[config.mk]
export PLATFORM = sky130hd
export DESIGN_NAME = irq_ctrl
export DESIGN_NICKNAME = d
export VERILOG_FILES = /design/src/rtl/irq_pkg.sv /design/src/rtl/irq_prio_enc.sv /design/src/rtl/irq_ctrl.sv
export SDC_FILE = /design/constraint.sdc
export NUM_CORES = 1
export LEC_CHECK = 0
export ABC_AREA = 1
export CORE_ASPECT_RATIO = 0.8
export CORE_MARGIN = 3
export CORE_UTILIZATION = 35
export DETAILED_ROUTE_END_ITERATION = 8
export GPL_ROUTABILITY_DRIVEN = 0
export GPL_TIMING_DRIVEN = 0
export PLACE_DENSITY_LB_ADDON = 0.1
export SYNTH_ARGS = -nofsm -noshare
export SYNTH_HDL_FRONTEND = slang
export SYNTH_SLANG_ARGS = --single-unit
[constraint.sdc]
create_clock -name clk_pc -period 3.05 [get_ports clk_pc]
set_input_delay 0.305 -clock clk_pc [delete_from_list [all_inputs] [get_ports clk_pc]]
set_output_delay 0.305 -clock clk_pc [all_outputs]
set_load 0.02 [all_outputs]
[src/rtl/irq_pkg.sv]
// Shared constants and types for the interrupt controller.
// IRQ_CTRL_SYNC_EN (see irq_ctrl.sv) selects the input synchronizer.
package irq_pkg;

    localparam logic [1:0] IRQ_CSR_PENDING = 2'd0;
    localparam logic [1:0] IRQ_CSR_ENABLE  = 2'd1;
    localparam logic [1:0] IRQ_CSR_CAUSE   = 2'd2;
    localparam logic [1:0] IRQ_CSR_STATUS  = 2'd3;

    localparam int IRQ_STATUS_GIE    = 0;
    localparam int IRQ_STATUS_IN_ISR = 1;

    typedef enum logic [1:0] {
        IRQ_IDLE  = 2'd0,
        IRQ_ENTER = 2'd1,
        IRQ_ISR   = 2'd2
    } irq_state_t;

endpackage

[src/rtl/irq_prio_enc.sv]
// Lowest-index-wins priority encoder; purely combinational.
module irq_prio_enc #(
    parameter int N = 8
) (
    input  logic [N-1:0] req,
    output logic         valid,
    output logic [3:0]   idx
);

    always_comb begin
        valid = |req;
        idx   = 4'd0;
        // Scan downward so the lowest set index is the last one assigned.
        for (int i = N - 1; i >= 0; i--) begin
            if (req[i]) idx = 4'(i);
        end
    end

endmodule

[src/rtl/irq_ctrl.sv]
// Edge-latched, maskable interrupt controller: one intr pulse per entry, blocked until iret.
// Build option IRQ_CTRL_SYNC_EN adds a 2-flop synchronizer per irq_src bit (+2 cycles latency).
import irq_pkg::*;

module irq_ctrl #(
    parameter int N_SRC = 8
) (
    input  logic             clk_pc,
    input  logic             rst_n,
    input  logic [N_SRC-1:0] irq_src,
    input  logic             iret,
    input  logic             csr_we,
    input  logic [1:0]       csr_addr,
    input  logic [15:0]      csr_wdata,
    output logic [15:0]      csr_rdata,
    output logic             intr,
    output logic             in_isr
);

    logic [N_SRC-1:0] src_s;

`ifdef IRQ_CTRL_SYNC_EN
    logic [N_SRC-1:0] sync1_q, sync2_q;

    always_ff @(posedge clk_pc or negedge rst_n) begin
        if (!rst_n) begin
            sync1_q <= '0;
            sync2_q <= '0;
        end else begin
            sync1_q <= irq_src;
            sync2_q <= sync1_q;
        end
    end

    assign src_s = sync2_q;
`else
    assign src_s = irq_src;
`endif

    irq_state_t       state_q, state_d;
    logic [N_SRC-1:0] prev_q;
    logic [N_SRC-1:0] pending_q, pending_d;
    logic [N_SRC-1:0] enable_q, enable_d;
    logic             gie_q, gie_d;
    logic [3:0]       cause_q, cause_d;

    logic [N_SRC-1:0] rise;
    logic [N_SRC-1:0] eligible;
    logic [N_SRC-1:0] w1c_mask;
    logic             win_vld;
    logic [3:0]       win_idx;
    logic             take;
    logic             wr_pend, wr_en, wr_status;
    logic             unused_wdata;

    assign unused_wdata = &{1'b0, csr_wdata};

    assign rise      = src_s & ~prev_q;
    assign eligible  = pending_q & enable_q;
    assign wr_pend   = csr_we && (csr_addr == IRQ_CSR_PENDING);
    assign wr_en     = csr_we && (csr_addr == IRQ_CSR_ENABLE);
    assign wr_status = csr_we && (csr_addr == IRQ_CSR_STATUS);
    assign w1c_mask  = wr_pend ? csr_wdata[N_SRC-1:0] : '0;

    irq_prio_enc #(.N(N_SRC)) u_prio (
        .req   (eligible),
        .valid (win_vld),
        .idx   (win_idx)
    );

    // Arbitration uses registered GIE/ENABLE/PENDING, never the in-flight CSR write.
    assign take = (state_q == IRQ_IDLE) && gie_q && win_vld;

    always_comb begin
        pending_d = (pending_q & ~w1c_mask) | rise;
        if (take) begin
            for (int i = 0; i < N_SRC; i++) begin
                if (win_idx == 4'(i)) pending_d[i] = 1'b0;
            end
        end
        enable_d = wr_en ? csr_wdata[N_SRC-1:0] : enable_q;
        gie_d    = wr_status ? csr_wdata[IRQ_STATUS_GIE] : gie_q;
        cause_d  = take ? win_idx : cause_q;
    end

    always_ff @(posedge clk_pc or negedge rst_n) begin
        if (!rst_n) begin
            prev_q    <= '0;
            pending_q <= '0;
            enable_q  <= '0;
            gie_q     <= 1'b0;
            cause_q   <= 4'd0;
        end else begin
            prev_q    <= src_s;
            pending_q <= pending_d;
            enable_q  <= enable_d;
            gie_q     <= gie_d;
            cause_q   <= cause_d;
        end
    end

    always_ff @(posedge clk_pc or negedge rst_n) begin
        if (!rst_n) state_q <= IRQ_IDLE;
        else        state_q <= state_d;
    end

    always_comb begin
        state_d = state_q;
        unique case (state_q)
            IRQ_IDLE:  if (take) state_d = IRQ_ENTER;
            IRQ_ENTER: state_d = IRQ_ISR;
            IRQ_ISR:   if (iret) state_d = IRQ_IDLE;
            default:   state_d = IRQ_IDLE;
        endcase
    end

    always_comb begin
        intr   = (state_q == IRQ_ENTER);
        in_isr = (state_q == IRQ_ENTER) || (state_q == IRQ_ISR);
    end

    always_comb begin
        csr_rdata = 16'd0;
        unique case (csr_addr)
            IRQ_CSR_PENDING: csr_rdata[N_SRC-1:0] = pending_q;
            IRQ_CSR_ENABLE:  csr_rdata[N_SRC-1:0] = enable_q;
            IRQ_CSR_CAUSE:   csr_rdata[3:0]       = cause_q;
            IRQ_CSR_STATUS: begin
                csr_rdata[IRQ_STATUS_GIE]    = gie_q;
                csr_rdata[IRQ_STATUS_IN_ISR] = in_isr;
            end
            default: csr_rdata = 16'd0;
        endcase
    end

endmodule

==> metrics.txt, run 1 <==
post-route setup TNS 0 ps; Startpoint Class primary input; register bit total from synthesis 30; Synth-to-Final Area Change 33.41%; first-pass GRT wire length 6161 um; relative slew slack 53.64%; count of pins over their slew limit 0; DR pass1 iterations 5; Mapped Cells 190; fill count approximately 440; Tot Pwr 1.597 mW; H-Tree Depth 2; Via-to-Cell Ratio about 4.5; Syn. warnings 0; Mapped Area 1603 sq um; top post-synthesis cells by area dfrtp_1 (47%), nand2_1 (10%), o21ai_0 (7.8%); Final min period 2458 ps; Resize count post-CTS 0; worst endpoint data arrival time around 2200 ps; final std cells w/o fill 292; clk buf depth 2; residual DRC count 0; critical path class in2out; synth unique cells 26; post-detailed-route count of antenna-violating nets 0; die area 5432 sq um; setup violators final 0; post-synth top area share 46.84%; antenna violations before repair 0; routed vias roughly 1300; final hold violations 0; ant diodes 0; Final HPWL DP approximately 2600 um; max-cap violations 0; port bufs 30; CTS tree built; Initial Utilization 37.20%; PwrDens 746.7 nW/um^2; I/O pin count 48; leakage 1.062 nW; die width 81.66 um; die height 66.53 um; Final nets 268; run status complete, no violations; postcts setup bufs 0; crit-path max FO 10; Hold-fix buffers, CTS 0; CTS buffer count 5; placed cell count 284; share of cells above drive strength 1 14.04%; 1st-iter DRT viols 49; r2r worst-path depth 7; largest net degree at the start of global routing 31; Worst Max-Slew Pin Slew ~700 ps; root buffer cell clkbuf_8; critical path capture point type primary output; Worst Path Required 2740 ps; Min-Delay Path Class in2async; core region area 4309 sq um; commonest non-fill, non-tap cells in the layout nand2_1 (44), inv_1 (31), dfrtp_1 (30); Worst-path clk slew 70 ps; sequential area share after synthesis 46.84%; Clock Skews 7.416 ps; row count 21; vias in the first global route 1260; post-DR wirelength/cell 12.26 um; clk_lat worst skew 290 ps; most common cell after layout, fill and taps aside nand2_1; GR Overflow Total 0; RSZ-0062 raised after global routing false; Global Route Usage Sum 15.61%; maximum VDD drop 225.7 uV; Tcrit/Tclk final between 80% and 90%; syn_area_per_cell 8.436 sq um; CTS sink cnt 30; fmax 0.4068 GHz; WL final 3579 um; area leader, netlist dfrtp_1
-- logic make-up (layout without fill, tap and decap cells) --
group	Yosys count	in the layout	synth area share, %
buffers and inverters	43	81	12.72
other	1	8	0.2340
multiplexers	1	1	0.7025
AO/OA/AOI/OAI	37	37	13.82
adder cells (fa/ha/maj)	4	4	3.123
AND/OR/NAND/NOR	74	74	22.56
flip-flops	30	30	46.84
-- sequential cells by signal (all words and copies together), names as in the netlist --
register,count
pending_q,8
prev_q,8
state_q,2
gie_q,1
enable_q,8
cause_q,3
-- per-stage QoR --
step | hold WS (ps) | util [%] | area, sq um | setup WS [ps]
final | 61.81 | 49.62 | 2138 | 592.0
after CTS | 79.61 | 49.62 | 2138 | 616.8
after detailed placement | 400.3 | 46.31 | 1996 | 629.8
after global routing | 111.1 | 49.62 | 2138 | 446.7
after floorplan | 9.409 | - | 1629 | 1579
after global placement | 481.3 | 46.43 | 2001 | 660.7
-- critical path, stage by stage --
cell	delay (ps)
clkdlybuf4s50_1	520
nor2_1	170
buf_2	270
a221oi_1	80
a21oi_1	180
clkdlybuf4s50_1	630
-- layer usage --
layer	up-vias	global-route usage (%)	share of wire [%]
li1	681	-	-
met1	587	22.53	51
met2	39	21.04	39
met3	10	4.595	6.7
met4	0	7.469	2.4
met5	-	0	0
-- cells in the mapped netlist --
cell      instances
nand2_1          44
inv_1            31
dfrtp_1          30
o21ai_0          25
nand3_1          12
buf_4             9
a22o_1            5
nor2_1            5
ha_1              4
nand2_2           4
a21oi_1           3
nand4_1           3
nor2_2            2
a21oi_4           1
a221oi_1          1
a22oi_1           1
buf_2             1
buf_6             1
conb_1            1
inv_2             1
mux2_2            1
nand2_4           1
nand3_4           1
nor2_8            1
nor3b_2           1
o21ai_1           1
-- path summary, 6_finish.rpt --
| kind | to | slack [ps] | start |
|---|---|---|---|
| max in group asynchronous | prev_q[0] | 2540 | rst_n |
| min in group clk_pc | gie_q | 410 | csr_addr[1] |
| max | csr_rdata[0] | 590 | csr_addr[0] |
| min reg2reg | pending_q[0] | 490 | prev_q[0] |
| max reg2reg | pending_q[5] | 1390 | state_q[1] |
| min | prev_q[4] | 60 | rst_n |
-- where the power goes --
| part | internal, mW | total [mW] | switching (mW) |
|---|---|---|---|
| clock | 0.348 | 0.508 | 0.159 |
| combinational | 0.232 | 0.548 | 0.316 |
| sequential | 0.484 | 0.541 | 0.0574 |
-- cell type report --
class | count | area [sq um] | share of cell area [%]
buffer | 11 | 83.83 | 3.920
timing repair buffer | 30 | 295.3 | 13.81
clock inverter | 2 | 60.06 | 2.809
tap | 57 | 71.32 | 3.335
multi-input combinational | 124 | 674.4 | 31.54
sequential | 30 | 750.7 | 35.11
inverter | 32 | 120.1 | 5.617
clock buffer | 6 | 82.58 | 3.862
Power figures use the tool's default switching activity.
==> inputs of run 2 (changes only) <==
clock period = 2.2 ns   (was 3.05 ns; I/O delays follow)
==> metrics.txt, run 2 (synthesis results as in run 1) <==
count of pins over their slew limit 0; DR pass1 iterations 4; largest net degree at the start of global routing 31; Worst Path Required 1980 ps; PwrDens 1018 nW/um^2; post-route setup TNS 0 ps; run status complete, no violations; final hold violations 0; Top Registers enable_q (8), pending_q (8), prev_q (8); crit path cell chain clkdlybuf4s50_1 > nor2_1 > clkbuf_4 > a221oi_1 > a21oi_1 > dlygate4sd2_1; Startpoint Class primary input; post-DR wirelength/cell 12.22 um; vias in the first global route 1262; Util after Layout 50.29%; core region area 4309 sq um; Min-Delay Path Class in2reg; critical path capture point type primary output; Final min period approximately 2000 ps; die area 5432 sq um; Clock Skews 7.285 ps; clk_lat worst skew 290 ps; residual DRC count 0; Worst Max-Slew Pin Slew 700.4 ps; first-pass GRT wire length 6175 um; post-route cell area 2167 sq um; Placed Area around 2000 sq um; setup violators final 0; fill count 434; Via-to-Cell Ratio 4.495; ant diodes 0; Final nets 269; die height 66.53 um; Tcrit/Tclk final about nine tenths; relative slew slack between 50% and 60%; 1st-iter DRT viols 54; worst endpoint data arrival time 1780 ps; CTS tree built; most common cell after layout, fill and taps aside nand2_1; Tot Pwr 2.206 mW; RSZ-0062 raised after global routing false; Global Route Usage Sum between 15 and 20%; commonest non-fill, non-tap cells in the layout nand2_1 (44), inv_1 (31), dfrtp_1 (30); CTS sink cnt 30; H-Tree Depth 2; maximum VDD drop 313.4 uV; routed vias between 1000 and 1500; antenna violations before repair 0; die width 81.66 um; Synth-to-Final Area Change 35.21%; Worst-path clk slew approximately 70 ps; final std cells w/o fill 293; root buffer cell clkbuf_8; row count 21; share of cells above drive strength 1 between 10% and 20%; fmax 0.4993 GHz; placed cell count about 280; CTS buffer count 5; WL final 3580 um; GR Overflow Total 0; I/O pin count 48; post-detailed-route count of antenna-violating nets 0; max-cap violations 0; Initial Utilization 37.20%; critical path class in2out; crit-path max FO 10; Final HPWL DP 2616 um; port bufs 30; slowest cell on the critical path clkdlybuf4s50_1; leakage ~1.2 nW; clk buf depth 2; max incr delay on CP approximately 580 ps; postcts setup bufs 0
[run 2: repair_timing]
item | CTS | global route
gates resized for setup | 1 | 8
endpoints found under the setup margin | 1 | 7
endpoints found under the hold margin | 20 | 0
cloned | 0 | 0
hold buffers | 1 | 0
[run 2: report_power, final]
| group | internal (mW) | switching, mW |
|---|---|---|
| clock network | 0.483 | 0.221 |
| logic | 0.315 | 0.437 |
| registers | 0.670 | 0.0794 |
[run 2: worst max-delay path: cells and delay by family]
family | cells | cell delay (ps)
AO/OA/AOI/OAI | 2 | 350
AND/OR/NAND/NOR | 1 | 90
buffers and inverters | 3 | 1120
[run 2: area by class of cell]
| class | instances | area [sq um] | share of cell area [%] |
|---|---|---|---|
| plain buffers | 11 | 86.33 | 3.984 |
| clock buffers | 6 | 82.58 | 3.811 |
| clock inverters | 2 | 60.06 | 2.771 |
| inverters | 32 | 120.1 | 5.543 |
| multi-input cells | 124 | 674.4 | 31.12 |
| flip-flops and latches | 30 | 750.7 | 34.64 |
| well taps | 57 | 71.32 | 3.291 |
| repair buffers | 31 | 321.6 | 14.84 |
[run 2: final timing paths]
kind / start / to / slack (ps) / depth (start not counted)
hold reg to reg: prev_q[0] / pending_q[0] / 490 / 3
setup reg to reg: state_q[1] / pending_q[5] / 540 / 7
min in group asynchronous: rst_n / prev_q[4] / 520 / 2
hold / removal: csr_addr[1] / gie_q / 330 / 3
setup / recovery: csr_addr[0] / csr_rdata[0] / 200 / 6
max in group asynchronous: rst_n / prev_q[0] / 1240 / 2
[run 2: metrics by stage]
stage | hold slack, ps | setup slack [ps]
2_1_floorplan | -75.59 | 794.3
3_3_place_gp | 481.3 | -19.29
3_5_place_dp | 315.3 | -50.24
4_1_cts | 320.0 | 24.52
5_1_grt | 374.4 | 86.65
6_report | 325.2 | 197.0
[run 2: routing by layer]
layer,wire [um],GRT usage [%]
met1,1831,22.62
met3,220,4.595
met4,86,7.469
met5,0,0
met2,1441,21.04
==> inputs of run 3 (changes only) <==
CORE_UTILIZATION = 43   (was 35)
SETUP_SLACK_MARGIN = 0.15   (was unset)
SYNTH_HIERARCHICAL = 1   (was unset)
==> metrics.txt, run 3 <==
Worst-path clk slew 70 ps; CTS tree built; syn_area_per_cell 7.561 sq um; post-route setup TNS 0 ps; clk buf depth 2; fmax 0.5061 GHz; final std cells w/o fill 334; post-synthesis xor/xnor area fraction 0%; minimum hold slack -26.94 ps; PwrDens 857.6 nW/um^2; Mapped Area 1769 sq um; largest family of logic cells by synthesized area simple AND/OR/NAND/NOR gates; commonest non-fill, non-tap cells in the layout nand2_1 (74), inv_1 (42), dfrtp_1 (31); port bufs 29; Multi-input gate area 744.5 sq um; vias in the first global route 1423; RSZ-0062 raised after global routing false; 1st-iter DRT viols 78; post-synth top area share 43.85%; most common cell after layout, fill and taps aside nand2_1; post-detailed-route count of antenna-violating nets 0; Initial Utilization a little under half; Tcrit/Tclk final 89.82%; setup violators final 0; post-DR wirelength/cell between 10 and 15 um; Startpoint Class primary input; Clock Skews roughly 5.3 ps; die height 63.37 um; CTS sink cnt 31; synth unique cells 24; Post-Synth Adder-Cell Area under 10%; count leader, synth nand2_1; Final min period around 2000 ps; leakage 1.197 nW; worst endpoint data arrival time 1760 ps; I/O pin count between 40 and 50; mux share of post-synthesis cell area 0%; row count 20; Synth-to-Final Area Change 26.66%; placed cell count about 330; failing checks hold timing; antenna violations before repair 0; die width 77.72 um; Via-to-Cell Ratio 4.560; H-Tree Depth 2; Top Registers enable_q (8), pending_q (8), prev_q (8); Final HPWL DP 2963 um; Hold-fix buffers, CTS 0; crit-path max FO 10; critical path class in2out; DR pass1 iterations 4; Synth async-reset ratio 100.0%; top post-synthesis cells by count nand2_1 (74), inv_1 (42), dfrtp_1 (31); GR Overflow Total 0; Worst Max-Slew Pin Slew 694.1 ps; root buffer cell clkbuf_8; register bit total from synthesis 31; core region area about 3900 sq um; critical path capture point type primary output; final hold violations 31; Post-Synth Simple-Gate Area between 30% and 40%; fill count 374; run status complete, but fails checks; Post-synth EDFFs 0; routed vias 1523; Syn. warnings 6; ant diodes 0; max incr delay on CP 610 ps; Global Route Usage Sum approximately 17%; crit path cell chain clkdlybuf4s15_1 > inv_2 > nor2_8 > buf_8 > nand2_1 > nand4_1 > clkdlybuf4s50_1; die area 4925 sq um; largest net degree at the start of global routing 32; Worst Path Required 1980 ps; max-cap violations 0; top post-synthesis cells by area dfrtp_1 (44%), nand2_1 (16%), inv_1 (8.9%); prevailing post-synth register cell dfrtp_1; count of pins over their slew limit 0; sequential area share after synthesis 43.85%; relative slew slack ~54%; area leader, netlist dfrtp_1; slowest cell on the critical path clkdlybuf4s50_1; Mapped Cells 234; share of cells above drive strength 1 a little over a tenth; CTS buffer count 5; first-pass GRT wire length 6499 um; Sequential Area ~780 sq um; Final nets ~310; Min-Delay Path Class in2async; maximum VDD drop approximately 350 uV; residual DRC count 0; Synth Area in Compound Gates 6.648%; WL final 3968 um; clk_lat worst skew around 290 ps
[run 3: changes by cell type in the layout (fill, tap and decap cells not counted), sizes merged, moves of 4 or more]
| cell | previous run | this run |
|---|---|---|
| buf | 11 | 16 |
| clkdlybuf4s50 | 21 | 26 |
| dlymetal6s2s | 7 | 0 |
| inv | 32 | 43 |
| nand2 | 49 | 75 |
| nand3 | 13 | 23 |
| nand4 | 3 | 7 |
| nor2 | 8 | 14 |
| o21ai | 26 | 6 |
[run 3: cells by family after synthesis]
logic type      count (synthesis)
flops                          31
fa+ha+maj                       4
other cells                     2
simple gates                  121
buf+inv                        57
compound gates                 19
[run 3: layout make-up]
cell class / count / area share (%)
multi-input cells: 153 / 33.22
plain buffers: 14 / 5.081
clock buffers: 6 / 3.238
clock inverters: 2 / 0.5583
well taps: 55 / 3.071
inverters: 43 / 7.203
flip-flops and latches: 31 / 34.62
repair buffers: 30 / 13.01
[run 3: path summary, 6_finish.rpt]
kind                               from           end  slack, ps  cells after the start
min in group clk_pc         csr_addr[1]         gie_q        270                      3
max in group asynchronous         rst_n   enable_q[5]       1780                      1
hold reg to reg              cause_q[0]    cause_q[0]        500                      2
setup reg to reg           pending_q[6]  pending_q[7]        480                     14
setup / recovery            csr_addr[0]  csr_rdata[0]        220                      7
hold / removal                    rst_n  pending_q[7]        -30                      1
[run 3: critical path: cells and delay by family]
kind	cells	cell delay [ps]
buf+inv	4	1240
simple gates	3	290
[run 3: metal layers]
metal / GRT usage [%] / routed length (um) / part of all wire [%]
met1: 22.74 / 1852 / 47
met5: 0 / 0 / 0
met3: 3.857 / 242 / 6.1
met4: 6.667 / 63 / 1.6
met2: 27.56 / 1809 / 46
[run 3: power breakdown]
part           switching (mW)  total, mW  internal [mW]
clock                   0.218      0.438          0.221
combinational           0.435      0.734          0.299
sequential             0.0688      0.750          0.681
[run 3: stage by stage]
step                      hold WS [ps]  utilization, %  total power, mW  setup WS, ps  instance area [sq um]
final                           -26.94           57.77            1.922         224.0                   2241
after global routing             24.90           57.77            2.073         154.8                   2241
after CTS                        1.629           57.74            1.941         200.7                   2240
after detailed placement         311.8           55.42            1.502        -101.4                   2150
after global placement           479.5           55.55            1.490        -89.21                   2155
after floorplan                 -75.59               -            1.241         791.5                   1795
[run 3: what timing repair did]
item | in CTS | in global routing
buffers inserted | 1 | 0
endpoints found under the setup margin | 8 | 1
gates resized for setup | 2 | 1
endpoints found under the hold margin | 0 | 0
pin swaps | 1 | 0
